[src/rtl/sram_like_bridge.sv]
// Bridge from a single-cycle SRAM-style CPU port to a req/addr_ok/data_ok SRAM-like bus.
// Generates the core stall, cancels flushed accesses and holds the load result while frozen.
module sram_like_bridge #(
  parameter int DATA_W = 32,
  parameter int ADDR_W = 32
) (
  input  logic                  clk,
  input  logic                  resetn,
  input  logic                  cpu_en,
  input  logic [DATA_W/8-1:0]   cpu_wen,
  input  logic [ADDR_W-1:0]     cpu_addr,
  input  logic [DATA_W-1:0]     cpu_wdata,
  output logic [DATA_W-1:0]     cpu_rdata,
  output logic                  cpu_stall,
  input  logic                  cpu_hold,
  input  logic                  cpu_flush,
  output logic                  req,
  output logic                  wr,
  output logic [1:0]            size,
  output logic [ADDR_W-1:0]     addr,
  output logic [DATA_W-1:0]     wdata,
  input  logic                  addr_ok,
  input  logic                  data_ok,
  input  logic [DATA_W-1:0]     rdata
);

  localparam int BYTES = DATA_W / 8;
  localparam int LOG2B = (DATA_W == 64) ? 3 : 2;

  typedef enum logic [1:0] {IDLE, ADDR, DATA, DONE} state_t;

  state_t              state_r;
  logic                cancel_r;
  logic                req_r;
  logic                wr_r;
  logic [1:0]          size_r;
  logic [ADDR_W-1:0]   addr_r;
  logic [DATA_W-1:0]   wdata_r;
  logic [DATA_W-1:0]   result_r;

  logic                accept_s;
  logic [LOG2B+1:0]    strobe_dec_s;
  logic [1:0]          size_next_s;
  logic [ADDR_W-1:0]   addr_next_s;

  // Returns {size, low address bits} for a strobe pattern; illegal patterns fall back to a full-width access.
  function automatic logic [LOG2B+1:0] decode_strobes(input logic [BYTES-1:0] wen);
    logic [LOG2B+1:0] res;
    logic [BYTES-1:0] mask;
    res = {2'(LOG2B), {LOG2B{1'b0}}};
    for (int s = 0; s <= LOG2B; s++) begin
      for (int o = 0; o < BYTES; o += (1 << s)) begin
        mask = BYTES'(((1 << (1 << s)) - 1) << o);
        if (wen == mask) begin
          res = {2'(s), LOG2B'(o)};
        end else begin
          res = res;
        end
      end
    end
    return res;
  endfunction

  assign accept_s = cpu_en & ~cpu_flush;

  // Bus size and address for the access being accepted.
  always_comb begin
    strobe_dec_s = decode_strobes(cpu_wen);
    if (cpu_wen == {BYTES{1'b0}}) begin
      size_next_s = 2'(LOG2B);
      addr_next_s = {cpu_addr[ADDR_W-1:LOG2B], {LOG2B{1'b0}}};
    end else begin
      size_next_s = strobe_dec_s[LOG2B+1:LOG2B];
      addr_next_s = {cpu_addr[ADDR_W-1:LOG2B], strobe_dec_s[LOG2B-1:0]};
    end
  end

  // Stall is combinational so the core freezes in the very cycle it requests.
  always_comb begin
    case (state_r)
      IDLE:    cpu_stall = accept_s;
      ADDR:    cpu_stall = 1'b1;
      DATA:    cpu_stall = 1'b1;
      DONE:    cpu_stall = 1'b0;
      default: cpu_stall = 1'b0;
    endcase
  end

  // Access sequencer: latches the request, drives the bus and captures the result.
  always_ff @(posedge clk or negedge resetn) begin
    if (!resetn) begin
      state_r  <= IDLE;
      cancel_r <= 1'b0;
      req_r    <= 1'b0;
      wr_r     <= 1'b0;
      size_r   <= 2'd0;
      addr_r   <= {ADDR_W{1'b0}};
      wdata_r  <= {DATA_W{1'b0}};
      result_r <= {DATA_W{1'b0}};
    end else begin
      case (state_r)
        IDLE: begin
          if (accept_s) begin
            state_r  <= ADDR;
            req_r    <= 1'b1;
            wr_r     <= |cpu_wen;
            size_r   <= size_next_s;
            addr_r   <= addr_next_s;
            wdata_r  <= cpu_wdata;
            cancel_r <= 1'b0;
          end
        end
        ADDR: begin
          // A request cannot be withdrawn, so a flush here only marks it cancelled.
          if (cpu_flush) begin
            cancel_r <= 1'b1;
          end
          if (addr_ok) begin
            req_r   <= 1'b0;
            state_r <= DATA;
          end
        end
        DATA: begin
          if (data_ok) begin
            cancel_r <= 1'b0;
            if (cancel_r || cpu_flush) begin
              state_r <= IDLE;
            end else begin
              result_r <= rdata;
              state_r  <= DONE;
            end
          end else if (cpu_flush) begin
            cancel_r <= 1'b1;
          end
        end
        DONE: begin
          if (!cpu_hold || cpu_flush) begin
            state_r <= IDLE;
          end
        end
        default: begin
          state_r <= IDLE;
          req_r   <= 1'b0;
        end
      endcase
    end
  end

  assign req       = req_r;
  assign wr        = wr_r;
  assign size      = size_r;
  assign addr      = addr_r;
  assign wdata     = wdata_r;
  assign cpu_rdata = result_r;

endmodule

[config.mk]
export PLATFORM = sky130hd
export DESIGN_NAME = sram_like_bridge
export DESIGN_NICKNAME = d
export VERILOG_FILES = /design/src/rtl/sram_like_bridge.sv
export SDC_FILE = /design/constraint.sdc
export NUM_CORES = 1
export LEC_CHECK = 0
export ABC_CLOCK_PERIOD_IN_PS = 3400
export BUFFER_PORTS_ARGS = -buffer_cell sky130_fd_sc_hd__clkbuf_2
export CORE_MARGIN = 1
export CORE_UTILIZATION = 49
export CTS_CLUSTER_SIZE = 28
export DETAILED_ROUTE_END_ITERATION = 16
export PLACE_DENSITY = 0.85
export SLEW_MARGIN = 5
export SYNTH_ARGS = -nofsm -noshare
export SYNTH_HDL_FRONTEND = slang
export SYNTH_SLANG_ARGS = --single-unit
[constraint.sdc]
create_clock -name clk -period 3.4 [get_ports clk]
set_input_delay 0.17 -clock clk [delete_from_list [all_inputs] [get_ports clk]]
set_output_delay 0.17 -clock clk [all_outputs]
set_load 0.05 [all_outputs]
### After elaboration in Yosys (flattened, before gate mapping)

Index checks and enable logic that the tools add are counted.

| cells by class | value |
|---|---|
| $lt $le $gt $ge | 0 |
| add/sub/neg operators | 0 |
| equal/unequal tests | 14 |
| bitwise gates (word level) | 3 |
| reductions and logical operators | 14 |
| shift-type cells | 0 |
| multiply operators | 0 |
| mux-type cells | 23 |
| divide/modulo/power cells | 0 |

Operator list:

| operator | number |
|---|---|
| $mux 4 | 7 |
| $mux 2 | 7 |
| $eq 4x4->1 const B | 3 |
| $eq 4x2->1 const B | 2 |
| $ne 2x2->1 const B | 4 |
| $pmux 2 s4 | 1 |
| $pmux 1 s3 | 2 |
| $reduce_and 3->1 | 2 |
| $mux 1 | 5 |
| $eq 2x2->1 const B | 2 |
| $eq 4x1->1 const B | 1 |
| $eq 4x3->1 const B | 1 |
| $logic_not 4->1 | 1 |
| $reduce_and 2->1 | 2 |
| $reduce_and 4->1 | 1 |
| $reduce_or 4->1 | 1 |
| $reduce_bool 3->1 | 1 |
| $eq 2x1->1 const B | 1 |
| $logic_not 2->1 | 1 |
| $logic_or 1x1->1 | 2 |
| $not 1->1 | 2 |
| $pmux 1 s2 | 1 |
| $reduce_bool 2->1 | 1 |
| $reduce_or 2->1 | 1 |
| other kinds (2) | 2 |

| storage, ports and cells | value |
|---|---|
| memories | 0 |
| logic and storage cells | 62 |
| output and inout port bits | 101 |
| flip-flop bits (word level) | 103 |
| bits in latches | 0 |
| memory bits (writable) | 0 |
| bits in read-only memories | 0 |
| bits of input ports | 107 |

### Depth between registers and ports, before layout

| depth | value |
|---|---|
| word-level depth | 9 |
| gate-level depth with buffers | 8 |
| depth with buffers taken out | 6 |

### Worst setup path after synthesis

OpenSTA, ideal clock, no wires.

| timing path | value |
|---|---|
| path kind | reg-to-output |
| start point | register state_r[1] |
| end point | output port cpu_stall |
| path buffers | 0 |
| cell stages (with the launch flop) | 5 |
| arrival time | 1.848 ns |
| data required time | 3.230 ns |
| slack | 1.382 ns |
| cell sequence | dfrtp_1 inv_1 ha_1 inv_1 o21ai_0 |

| on the way | value |
|---|---|
| word-level cells in the longest chain between the ends | 3 |
| elaborated cells between the ends (all ways) | 6 |
| those cells by class | eq/ne (3); mux (1); reduce/logical (2) |

RTL lines:

| element | RTL line | text |
|---|---|---|
| start, declared | 32 | `state_t state_r;` |
| start signal, assigned | 92 | `state_r <= IDLE;` |
| start signal, assigned | 104 | `state_r <= ADDR;` |
| start signal, assigned | 120 | `state_r <= DATA;` |
| $eq 2x2->1 / $eq 2x1->1 (equally long branches) | 80 | `case (state_r)` |
| $reduce_or 2->1 (no line) | - |  |
| $pmux 1 s3 (*) | 80 |  |
| end, declared | 14 | `output logic cpu_stall,` |

Mark *: on every way between the ends. The rest lies on a longest branch, timed or not.

### Final worst setup path

| timing path | value |
|---|---|
| start point | register state_r[0] |
| end point | output port cpu_stall |

Same word-level chain as after synthesis.

==> flow_metrics.py <==
metrics = {
    "final_layout": {
        "nFillCells": 642,
        "syn_to_final_growth_pct": 28.9,
        "drive_above_1_share_pct": 68.4,
        "num_antenna_cells": 0,
        "seq_area_mm2": 0.00258,
        "fin_area_mm2": 0.00542,
        "final_nets": 576,
        "multi_input_area_mm2": 0.00146,
    },
    "setup_path": {
        "arrival_ns": 2.16,
        "ff2ff_path_depth": 4,
        "worstPathCellList": "inv_1 -> ha_1 -> nand3b_1 -> buf_4 -> o21ai_0 -> clkbuf_2",
        "crit-reg2reg-launch": "state_r[0]$_DFFE_PN0P_",
        "critPathKind": "register to output port",
        "crit_start": "state_r[0]$_DFFE_PN0P_",
        "path_max_fanout": 41,
        "critical_path.startpoint_type": "register",
        "critPathSlowestCell": "buf_4",
        "end_kind": "output port",
        "worst_ep_required_time_ns": 3.23,
        "critPathMaxStageDelay_ns": 0.43,
    },
    "detailed_routing": {
        "drt-initial-drc-count": 64,
        "wl_mm": 8.71,
        "route.detailed.drc": 0,
        "drt-vias-per-instance": 4.89,
        "ant_nets": 0,
        "first_pass_iters": 4,
        "vias": 2807,
        "avgRoutedWirePerCell_um": 15.2,
    },
    "grt": {
        "grt.busiest_layer": "met2",
        "globalRouteMet2Util_pct": 34.0,
        "grt_antenna_before_repair": 0,
        "use_met3_pct": 5.72,
        "grt_max_degree": 88,
        "grtUsageMet1_pct": 23.8,
        "grt-ovfl-total": 0,
        "grt_pass1_vias": 2872,
        "grt_usage_pct": 20.0,
        "grt_pass1_wl_mm": 13.6,
    },
    "synth": {
        "yosysTopAreaCellShare_pct": 61.3,
        "synth_fp_nets": 369,
        "yosysTopAreaCell": "dfrtp_1",
        "syn_area_per_cell_um2": 16.4,
        "synth.distinct_cells": 25,
        "ys.flop_type": "dfrtp_1",
        "syn-cell-area_mm2": 0.00421,
        "async_flop_share_pct": 100,
        "netlist_top_cells_count": "dfrtp_1 (103), mux2_2 (65), mux2_4 (30)",
        "ys_top_cells_by_area": "dfrtp_1 (61%), mux2_2 (17%), mux2_4 (11%)",
        "yosysMostFrequentCell": "dfrtp_1",
        "yosys_warnings": 0,
        "yosysSeqAreaShare_pct": 61.3,
        "syn_inst": 257,
        "ys_seq_elements": 103,
        "synth_edf_count": 0,
    },
    "floorplan": {
        "die_h_um": 94.7,
        "start_util_pct": 51.0,
        "die_w_um": 94.7,
        "rows": 33,
        "die_area_mm2": 0.00896,
        "ios": 208,
        "fp.coreArea_mm2": 0.00826,
    },
    "outcome": {
        "violations": "hold timing",
        "status": "finished with violations",
    },
    "sta": {
        "tns_ns": 0,
        "setup_violations": 0,
        "fin_worst_skew_ns": 0.0174,
        "max_freq_mhz": 428,
        "hold_viol_final": 10,
        "post-route-period-util_pct": 68.7,
        "worst_pin_slew_ns": 1.07,
        "slew_viol_final": 0,
        "slew_headroom_pct": 28.5,
        "fin_crit_ns": 2.33,
        "hold_slack_ns": -0.0151,
        "grt_setup_unrepaired": "false",
    },
    "cts": {
        "cts.sinks": 103,
        "root_buffer": "clkbuf_8",
        "numCtsBuffers": 9,
        "hold_buffers": 0,
        "htreeDepth": 3,
        "clock_path_buffers": 2,
        "clkLatencyLatePin_ns": 0.36,
        "cts.clk_slew.worst_paths_ns": 0.11,
        "cts_tree": "built",
        "post_cts_buffers": 0,
        "cts_resized": 0,
    },
    "placed_design": {
        "postPlaceCellArea_mm2": 0.00524,
        "dp_hpwl_mm": 6.69,
        "place.gp.congestion": 0.819,
        "placement.io_buffers": 205,
    },
    "worst_hold_path": {
        "hold_path.class": "input port to async pin",
    },
    "job": {
        "maxCapViolCount": 0,
    },
}
critical path: cells and delay by family, from the launching register on:
kind	cells	cell delay, ns
buffers and inverters	3	0.82
AO/OA/AOI/OAI	1	0.20
adder cells (fa/ha/maj)	1	0.26
AND/OR/NAND/NOR	1	0.13
flip-flops	1	0.41
cell usage in the layout, fill, tap and decap left out, drive strengths merged, types with 2 or more instances in the layout:
| cell | count |
|---|---|
| dfrtp | 103 |
| ha | 5 |
| a31oi | 2 |
| clkinvlp | 2 |
| nand3b | 2 |
| inv | 7 |
| nor2 | 5 |
| and3 | 3 |
| nand2 | 8 |
| clkbuf | 213 |
| mux2 | 95 |
| clkinv | 3 |
| o21ai | 5 |
| o41ai | 2 |
| buf | 4 |
| nand2b | 2 |
| a21oi | 2 |
layer usage:
layer	routed length, µm	up-vias
met4	170	0
met5	0	-
met2	4470	116
li1	-	1310
met3	624	14
met1	3450	1367
sequential cells by signal (all words and copies together) (netlist names):
register   flops
cancel_r       1
wdata         32
cpu_rdata     32
req            1
addr          32
size           2
wr             1
state_r        2
worst paths after layout:
check                                             to  slack [ns]
min in group clk           cpu_rdata[14]$_DFFE_PN0P_        0.03
max in group asynchronous       addr[29]$_DFFE_PN0P_        2.53
setup reg to reg            cpu_rdata[0]$_DFFE_PN0P_        1.47
hold reg to reg                       wr$_DFFE_PN0P_        0.50
setup / recovery                           cpu_stall        1.07
hold / removal             cpu_rdata[19]$_DFFE_PN0P_       -0.02
metrics by stage:
| step | setup WS [ns] | util, % | hold WS, ns | cells |
|---|---|---|---|---|
| finish | 1.07 | 65.7 | -0.0151 | 574 |
| global route | 0.847 | 65.7 | 0.00618 | 574 |
| CTS | 1.04 | 65.7 | 0.0236 | 574 |
| detailed placement | 1.44 | 63.5 | 0.406 | 558 |
| global placement | 1.51 | 63.5 | 0.401 | 558 |
| floorplan | 1.38 | - | -0.126 | 257 |
final cells by class:
cell class	instances	share of cell area, %
Clock buffer	9	2.28
Sequential cell	103	47.5
Timing Repair Buffer	208	19.4
Inverter	5	0.346
Multi-Input combinational cell	137	27.0
Tap cell	105	2.42
Clock inverter	7	1.06
cells by family after synthesis:
logic type      Yosys count  share of synthesized area, %
mux                      96                          28.3
flops                   103                          61.3
fa+ha+maj                 5                          1.49
simple gates             21                          2.59
buf+inv                  17                          3.98
compound gates           14                          2.14
xor+xnor                  1                         0.208
Power is not shown: default switching activity piles up to over one toggle a cycle in this logic, so the estimate is an artifact.
